`src/rtl/cu_pkg.sv`:
```
// rtl/cu_pkg.sv - shared states, opcodes, ALU codes and IR fields for control_unit
package cu_pkg;

  typedef enum logic [3:0] {
    S_RST, T0, T1, T2, T3, T4, T5, T6, T7, S_HALT
  } state_e;

  typedef enum logic [3:0] {
    C_RTYPE, C_ITYPE, C_LD, C_LDI, C_ST, C_BR, C_JR, C_NOP, C_HALT
  } iclass_e;

  localparam logic [4:0] OP_LD   = 5'b00000;
  localparam logic [4:0] OP_LDI  = 5'b00001;
  localparam logic [4:0] OP_ST   = 5'b00010;
  localparam logic [4:0] OP_ADD  = 5'b00011;
  localparam logic [4:0] OP_SUB  = 5'b00100;
  localparam logic [4:0] OP_AND  = 5'b01001;
  localparam logic [4:0] OP_OR   = 5'b01010;
  localparam logic [4:0] OP_ADDI = 5'b01011;
  localparam logic [4:0] OP_ANDI = 5'b01100;
  localparam logic [4:0] OP_ORI  = 5'b01101;
  localparam logic [4:0] OP_BR   = 5'b10010;
  localparam logic [4:0] OP_JR   = 5'b10011;
  localparam logic [4:0] OP_NOP  = 5'b11001;
  localparam logic [4:0] OP_HALT = 5'b11010;

  localparam logic [3:0] ALU_ADD = 4'd0;
  localparam logic [3:0] ALU_SUB = 4'd1;
  localparam logic [3:0] ALU_AND = 4'd2;
  localparam logic [3:0] ALU_OR  = 4'd3;

  localparam int OPC_HI = 31;
  localparam int OPC_LO = 27;
  localparam int RA_HI  = 26;
  localparam int RA_LO  = 23;
  localparam int RB_HI  = 22;
  localparam int RB_LO  = 19;
  localparam int RC_HI  = 18;
  localparam int RC_LO  = 15;
  localparam int C_HI   = 18;
  localparam int C_LO   = 0;

  // ALU operation used by the R-type / I-type T4 step
  function automatic logic [3:0] alu_for_op(input logic [4:0] op);
    case (op)
      OP_SUB:          alu_for_op = ALU_SUB;
      OP_AND, OP_ANDI: alu_for_op = ALU_AND;
      OP_OR,  OP_ORI:  alu_for_op = ALU_OR;
      default:         alu_for_op = ALU_ADD;
    endcase
  endfunction

endpackage

```
`src/rtl/cu_decode.sv`:
```
// rtl/cu_decode.sv - maps an opcode to the instruction class the sequencer branches on
import cu_pkg::*;

module cu_decode (
  input  logic [4:0] opcode,
  output iclass_e    iclass
);

  // Unknown opcodes behave as nop
  always_comb begin
    iclass = C_NOP;
    case (opcode)
      OP_ADD, OP_SUB, OP_AND, OP_OR: iclass = C_RTYPE;
      OP_ADDI, OP_ANDI, OP_ORI:      iclass = C_ITYPE;
      OP_LD:                         iclass = C_LD;
      OP_LDI:                        iclass = C_LDI;
      OP_ST:                         iclass = C_ST;
      OP_BR:                         iclass = C_BR;
      OP_JR:                         iclass = C_JR;
      OP_HALT:                       iclass = C_HALT;
      default:                       iclass = C_NOP;
    endcase
  end

endmodule

```
`src/rtl/control_unit.sv`:
```
// rtl/control_unit.sv - Moore fetch/decode/execute sequencer; CU_MEM_WAIT_EN enables mem_ready waits
import cu_pkg::*;

module control_unit (
  input  logic        clk,
  input  logic        rst_n,
  input  logic [31:0] IR,
  input  logic        CON,
  input  logic        mem_ready,
  output logic        PCout,
  output logic        Zlowout,
  output logic        MDRout,
  output logic        Cout,
  output logic        MARin,
  output logic        PCin,
  output logic        MDRin,
  output logic        IRin,
  output logic        Yin,
  output logic        Zin,
  output logic        CONin,
  output logic        IncPC,
  output logic        Read,
  output logic        Write,
  output logic        Gra,
  output logic        Grb,
  output logic        Grc,
  output logic        Rin,
  output logic        Rout,
  output logic        BAout,
  output logic [3:0]  alu_op,
  output logic        run
);

  state_e     state, state_nx;
  iclass_e    iclass;
  logic [4:0] opcode;
  logic       mem_go;
  logic       ir_fields_unused;

  assign opcode = IR[OPC_HI:OPC_LO];
  // Register fields are consumed by the datapath's select/encode logic, not here
  assign ir_fields_unused = |IR[RA_HI:C_LO];

`ifdef CU_MEM_WAIT_EN
  assign mem_go = mem_ready;
`else
  logic mem_ready_unused;
  assign mem_go = 1'b1;
  assign mem_ready_unused = mem_ready;
`endif

  cu_decode u_decode (
    .opcode (opcode),
    .iclass (iclass)
  );

  // State register; reset forces S_RST so every strobe drops at once
  always_ff @(posedge clk or negedge rst_n) begin
    if (!rst_n) state <= S_RST;
    else        state <= state_nx;
  end

  // Next state and Moore outputs from state, instruction class and CON
  always_comb begin
    state_nx = state;
    PCout = 1'b0; Zlowout = 1'b0; MDRout = 1'b0; Cout = 1'b0;
    MARin = 1'b0; PCin = 1'b0; MDRin = 1'b0; IRin = 1'b0;
    Yin = 1'b0; Zin = 1'b0; CONin = 1'b0; IncPC = 1'b0;
    Read = 1'b0; Write = 1'b0;
    Gra = 1'b0; Grb = 1'b0; Grc = 1'b0; Rin = 1'b0; Rout = 1'b0; BAout = 1'b0;
    alu_op = ALU_ADD;
    run = 1'b1;
    case (state)
      S_RST: state_nx = T0;
      T0: begin
        PCout = 1'b1; MARin = 1'b1; IncPC = 1'b1; Zin = 1'b1;
        state_nx = T1;
      end
      T1: begin
        Zlowout = 1'b1; PCin = 1'b1; Read = 1'b1; MDRin = 1'b1;
        if (mem_go) state_nx = T2;
      end
      T2: begin
        MDRout = 1'b1; IRin = 1'b1;
        state_nx = T3;
      end
      T3: begin
        case (iclass)
          C_RTYPE, C_ITYPE: begin Grb = 1'b1; Rout = 1'b1; Yin = 1'b1; state_nx = T4; end
          C_LD, C_LDI, C_ST: begin Grb = 1'b1; BAout = 1'b1; Yin = 1'b1; state_nx = T4; end
          C_BR:   begin Gra = 1'b1; Rout = 1'b1; CONin = 1'b1; state_nx = T4; end
          C_JR:   begin Gra = 1'b1; Rout = 1'b1; PCin = 1'b1; state_nx = T0; end
          C_HALT: state_nx = S_HALT;
          default: state_nx = T0;
        endcase
      end
      T4: begin
        state_nx = T5;
        case (iclass)
          C_RTYPE: begin Grc = 1'b1; Rout = 1'b1; Zin = 1'b1; alu_op = alu_for_op(opcode); end
          C_ITYPE: begin Cout = 1'b1; Zin = 1'b1; alu_op = alu_for_op(opcode); end
          C_LD, C_LDI, C_ST: begin Cout = 1'b1; Zin = 1'b1; alu_op = ALU_ADD; end
          C_BR:    begin PCout = 1'b1; Yin = 1'b1; end
          default: state_nx = T0;
        endcase
      end
      T5: begin
        state_nx = T0;
        case (iclass)
          C_RTYPE, C_ITYPE, C_LDI: begin Zlowout = 1'b1; Gra = 1'b1; Rin = 1'b1; end
          C_LD, C_ST: begin Zlowout = 1'b1; MARin = 1'b1; state_nx = T6; end
          C_BR:       begin Cout = 1'b1; Zin = 1'b1; alu_op = ALU_ADD; state_nx = T6; end
          default:    state_nx = T0;
        endcase
      end
      T6: begin
        state_nx = T0;
        case (iclass)
          C_LD: begin
            Read = 1'b1; MDRin = 1'b1;
            state_nx = mem_go ? T7 : T6;
          end
          C_ST: begin Gra = 1'b1; Rout = 1'b1; MDRin = 1'b1; state_nx = T7; end
          C_BR: begin Zlowout = CON; PCin = CON; end
          default: state_nx = T0;
        endcase
      end
      T7: begin
        state_nx = T0;
        case (iclass)
          C_LD: begin MDRout = 1'b1; Gra = 1'b1; Rin = 1'b1; end
          C_ST: begin
            Write = 1'b1;
            if (!mem_go) state_nx = T7;
          end
          default: state_nx = T0;
        endcase
      end
      S_HALT: run = 1'b0;
      default: state_nx = S_RST;
    endcase
  end

endmodule

```
`config.mk`:
```
export PLATFORM = sky130hd
export DESIGN_NAME = control_unit
export DESIGN_NICKNAME = d
export VERILOG_FILES = /design/src/rtl/cu_pkg.sv /design/src/rtl/cu_decode.sv /design/src/rtl/control_unit.sv
export SDC_FILE = /design/constraint.sdc
export NUM_CORES = 1
export LEC_CHECK = 0
export BUFFER_PORTS_ARGS = -buffer_cell sky130_fd_sc_hd__buf_2
export CAP_MARGIN = 20
export CORE_UTILIZATION = 45
export CTS_BUF_LIST = sky130_fd_sc_hd__clkbuf_4
export CTS_CLUSTER_SIZE = 16
export DETAILED_ROUTE_END_ITERATION = 12
export PLACE_DENSITY = 0.8
export SYNTH_ARGS = -nofsm -noshare
export SYNTH_HDL_FRONTEND = slang
export SYNTH_SLANG_ARGS = --single-unit
```
`constraint.sdc`:
```
create_clock -name clk -period 1.9 [get_ports clk]
set_input_delay 0.19 -clock clk [delete_from_list [all_inputs] [get_ports clk]]
set_output_delay 0.19 -clock clk [all_outputs]
set_load 0.01 [all_outputs]
```
Yosys cells after proc, flatten, opt, wreduce, memory -nomap -nowiden:

Memory sizes are Yosys's and may differ from the RTL's.
Index checks and enable logic that the tools add are counted.

* register bits after elaboration: 4
* bits in read-only memories: 128
* word-level logic and storage cells: 80
* memories: 1

* eq/ne operators: 21
* muxes and demuxes: 42
* reductions and logical operators: 15

Memories
* (name not given): words 32, width 4, rd ports 1, clocked after memory_dff 0, write ports 0, RTL line cu_decode.sv:12 `case (opcode)`

Operators by type and width (count)
* $pmux W4 S9: 1
* $eq A4 B3 Y1 const B: 7
* $mux W1: 21
* $eq A5 B4 Y1 const B: 4
* $eq A4 B2 Y1 const B: 4
* $pmux W1 S2: 8
* $eq A4 B4 Y1 const B: 3
* $pmux W1 S3: 4
* $reduce_or A2 Y1: 6
* $reduce_or A3 Y1: 3
* $eq A4 B1 Y1 const B: 2
* $logic_not A4 Y1: 2
* $pmux W4 S2: 1
* $reduce_or A4 Y1: 2
* $mux W3: 2
* $pmux W2 S3: 1
* $reduce_or A6 Y1: 1
* $eq A5 B3 Y1 const B: 1
* $reduce_or A5 Y1: 1
* $mux W2: 2
* $mux W4: 1
* $pmux W1 S4: 1

Logic depth before layout (Yosys ltp):

* depth after elaboration: 5
* mapped depth: 8
* mapped depth without buffers: 7

Cells and area by module:

Synthesis repeated with hierarchy kept, for this count alone.

* cell total of the unflattened synthesis: 149
* area total of the unflattened synthesis: 1032.2 um^2

By module, submodules not included
* control_unit: instances 1, cells each 117, area each 799.5 um^2, sequential area each 100.1 um^2
* cu_decode: instances 1, cells each 32, area each 232.7 um^2, sequential area each 0.0 um^2

Worst setup path after synthesis:

OpenSTA, ideal clock, no wires.

* path type: input to output
* start point: input IR[27]
* end point: output PCout
* arrival time: 1.663 ns
* path slack: 0.047 ns
* cell stages on the path: 7
* buffers on the path: 0
* cells stage by stage: inv_1 ha_1 or2b_1 a32oi_4 and2_2 nand2_2 a211oi_2

* word-level cells in the longest chain between the ends: 4

RTL lines
* from (decl): RTL line control_unit.sv:7 `input logic [31:0] IR,`
* $mem_v2 Z32 W4
* $eq A4 B3 Y1: RTL line control_unit.sv:99 `case (iclass)`
* $mux W1: RTL line control_unit.sv:99
* $pmux W1 S2: RTL line control_unit.sv:73 `case (state)`
* to (decl): RTL line control_unit.sv:10 `output logic PCout,`

No other way between the ends.

Final worst setup path:

* start point: input IR[28]
* end point: output Rout

* word-level cells in the longest chain between the ends: 5
* elaborated cells between the ends (all ways): 11
* those cells by class: eq/ne (4); mux (4); reduce/logical (2); memory (1)

RTL lines
* $mem_v2 Z32 W4 *
* $eq A4 B3 Y1 (tied with other cells): RTL line control_unit.sv:88 `case (iclass)`
* $reduce_or A4 Y1 (no line)
* $mux W1: RTL line control_unit.sv:88
* $pmux W1 S3 *: RTL line control_unit.sv:73
* to (decl): RTL line control_unit.sv:28 `output logic Rout,`

Every way passes the cells marked *; elsewhere a longest branch is shown, timed or not.

==> out/results.tsv <==
metric	value	unit
status	finished, violations left	
failing checks	setup timing	
CP max stage delay	0.34	ns
met3 usage	4.32	%
Final Util	83.6	%
routed vias	1455	
Gate power share	76.9	%
GP Congestion	0.996	
critical path's slowest cell	a32oi_4	
Clock Skew	0.000952	ns
sequential power share	14.9	%
Post-DP Area	1420	µm²
most common library cell in the layout ignoring fill and taps	buf_4	
Critical Path RT	1.71	ns
Final ANT Viol Nets	0	
post-synth top area cell	dfrtp_1	
IO Count	61	
CTS tree	yes	
global-route usage over all layers	34.0	%
final-report setup violation count	16	
initial drt markers	89	
most frequent cells in the layout	36 x buf_4, 27 x buf_2, 10 x nor2_1, 10 x nand2_1	
area delta synth->final	66.7	%
clock slew at reported path FFs	0.04	ns
Cell Int Power	0.615	mW
Ant. Diodes	0	
count of state elements after synthesis	4	
sequential fraction of the synthesis area	9.77	%
slew margin rel.	60.3	%
post-synthesis cell area	1020	µm²
GRT Max-Usage Layer	met2	
wire length per cell	19.0	µm
P_sw	0.628	mW
Placed Cells incl. Taps	218	
Arr. time, crit path	1.91	ns
largest fanout on the critical path	5	
Slew @ Worst Pin	0.592	ns
Largest register FFs	4	
Final min period	2.10	ns
syn_area_per_cell	7.70	µm²
Static Leakage	0.767	nW
DP HPWL	2.78	mm
synth top area cells	dfrtp_1 9.8%, ha_1 6.1%, mux2i_1 5.9%	
final number of hold-violating endpoints	0	
Max-cap violations	0	
Cell Count, Final, Fillers Out	226	
met2 usage	58.1	%
period utilization	111	%
Switching Fraction	50.5	%
fin. max-slew vios	0	
core footprint	2040	µm²
ys async rst share	100	%
htree depth	1	
VDD IR max	500	µV
post-synth cell types	54	
clk buf depth	2	
Die X-Extent	49.7	µm
# port buffers	30	
vias in the first global route	1315	
Die Y	49.7	µm
# DRC	0	
critical path endpoint category	output port	
initial antenna violation count	0	
Syn Inst Count	133	
Top reg by flops	state	
Top Family by Delay on Critical Path	compound AO/OA/AOI/OAI gates	
Post-synth top flop	dfrtp_1	
CP Cell Sequence	buf_12 > inv_8 > ha_4 > or2b_1 > a32oi_4 > a2111oi_4 > buf_4 > a22oi_2 > o211ai_1 > buf_2	
met1 Usage GRT	40.5	%
Skew-Pair Late Insertion Delay	0.23	ns
CTS root buffer	clkbuf_4	
DR pass1 iterations	5	
Final WS setup	-0.204	ns
Critical path buffers and inverters	4	
final wirelength	4.29	mm
largest net degree at the start of global routing	12	
worst min-delay path category	primary input to asynchronous set/reset pin	
Final Cell Area	1710	µm²
Post-synth EDFFs	0	
Critical Path Source Type	primary input	
TNS Setup	-1.84	ns
CTS Buf Count	3	
Clock Power Share	8.1	%
Vias/cell	6.44	
Fmax achieved	0.475	GHz
Remaining Overflow, GRT	0	
nets	242	
synth warn	0	
unrepaired setup endpoints after global routing	true	
Largest regs	state (4)	
Setup Crit Path Kind	primary input to output port	
row count	16	
layout cell share with drive strength beyond 1	59.8	%
Die ar.	2470	µm²
clk sinks	4	
Initial Util	50.2	%
first-pass GRT wire length	6.36	mm
PD cells	728	nW/µm²
Yosys top cell area share	9.77	%
-- logic make-up (layout without fill, tap and decap cells) --
kind of cell | Yosys count | in the layout | share of synthesized area [%]
adder cells (fa/ha/maj) | 5 | 5 | 6.11
buffers and inverters | 14 | 79 | 8.91
AO/OA/AOI/OAI | 43 | 43 | 37.0
flip-flops | 4 | 4 | 9.77
AND/OR/NAND/NOR | 59 | 59 | 30.9
other | 1 | 2 | 0.366
multiplexers | 7 | 7 | 6.96
-- stage by stage --
step,power (mW),worst slack [ns],hold WS [ns]
floorplan,0.660,0.0474,-0.106
global placement,0.966,-0.172,-0.00821
detailed placement,0.995,-0.228,-0.00511
CTS,1.15,-0.113,0.290
global route,1.33,-0.275,0.298
finish,1.24,-0.204,0.296
-- synthesized netlist by cell type (all sizes together) (2+ instances only) --
| cell type | count |
|---|---|
| a211oi | 4 |
| a21o | 2 |
| a21oi | 7 |
| a2bb2oi | 2 |
| and3 | 2 |
| buf | 7 |
| dfrtp | 4 |
| ha | 5 |
| inv | 6 |
| mux2i | 6 |
| nand2 | 13 |
| nand2b | 3 |
| nand3 | 7 |
| nand4 | 2 |
| nor2 | 16 |
| nor2b | 3 |
| nor3 | 5 |
| o211ai | 5 |
| o21ai | 6 |
| o22ai | 2 |
| o31ai | 2 |
| or2 | 2 |
| or3 | 2 |
-- metal layers --
metal	part of all wire (%)	vias to the layer above
met4	6.9	0
met2	47	124
met3	8.3	33
met1	38	670
met5	0	-
li1	-	628
-- power by group through the flow --
stage | clock network [mW] | logic, mW | registers, mW
global placement | 0 | 0.795 | 0.171
global route | 0.116 | 1.02 | 0.195
floorplan | 0 | 0.515 | 0.145
finish | 0.101 | 0.956 | 0.185
CTS | 0.105 | 0.866 | 0.176
detailed placement | 0 | 0.821 | 0.174
-- layout make-up --
type	count	area [µm²]
inverters	6	32.5
fillers	120	334
well taps	27	33.8
multi-input cells	116	1020
clock buffers	3	22.5
flip-flops and latches	4	101
repair buffers	70	500
-- what timing repair did --
item                                    4_1_cts  5_1_grt
endpoints found under the hold margin         4        0
buffers inserted                              1        4
hold buffers                                  1        0
pin swaps                                    12       11
gates cloned                                  0        0
endpoints found under the setup margin       20       20
resized for setup                            31       21
-- final timing paths --
check,start,to,slack (ns),cells after the start
min,rst_n,state[2]$_DFFE_PN0P_,0.30,2
max reg2reg,state[3]$_DFFE_PN0P_,state[3]$_DFFE_PN0P_,0.31,7
min in group clk,IR[31],state[3]$_DFFE_PN0P_,0.38,3
max in group asynchronous,rst_n,state[0]$_DFFE_PN0P_,1.48,2
min reg2reg,state[3]$_DFFE_PN0P_,state[2]$_DFFE_PN0P_,0.64,2
max,IR[28],Rout,-0.20,10
Power figures use the tool's default switching activity.
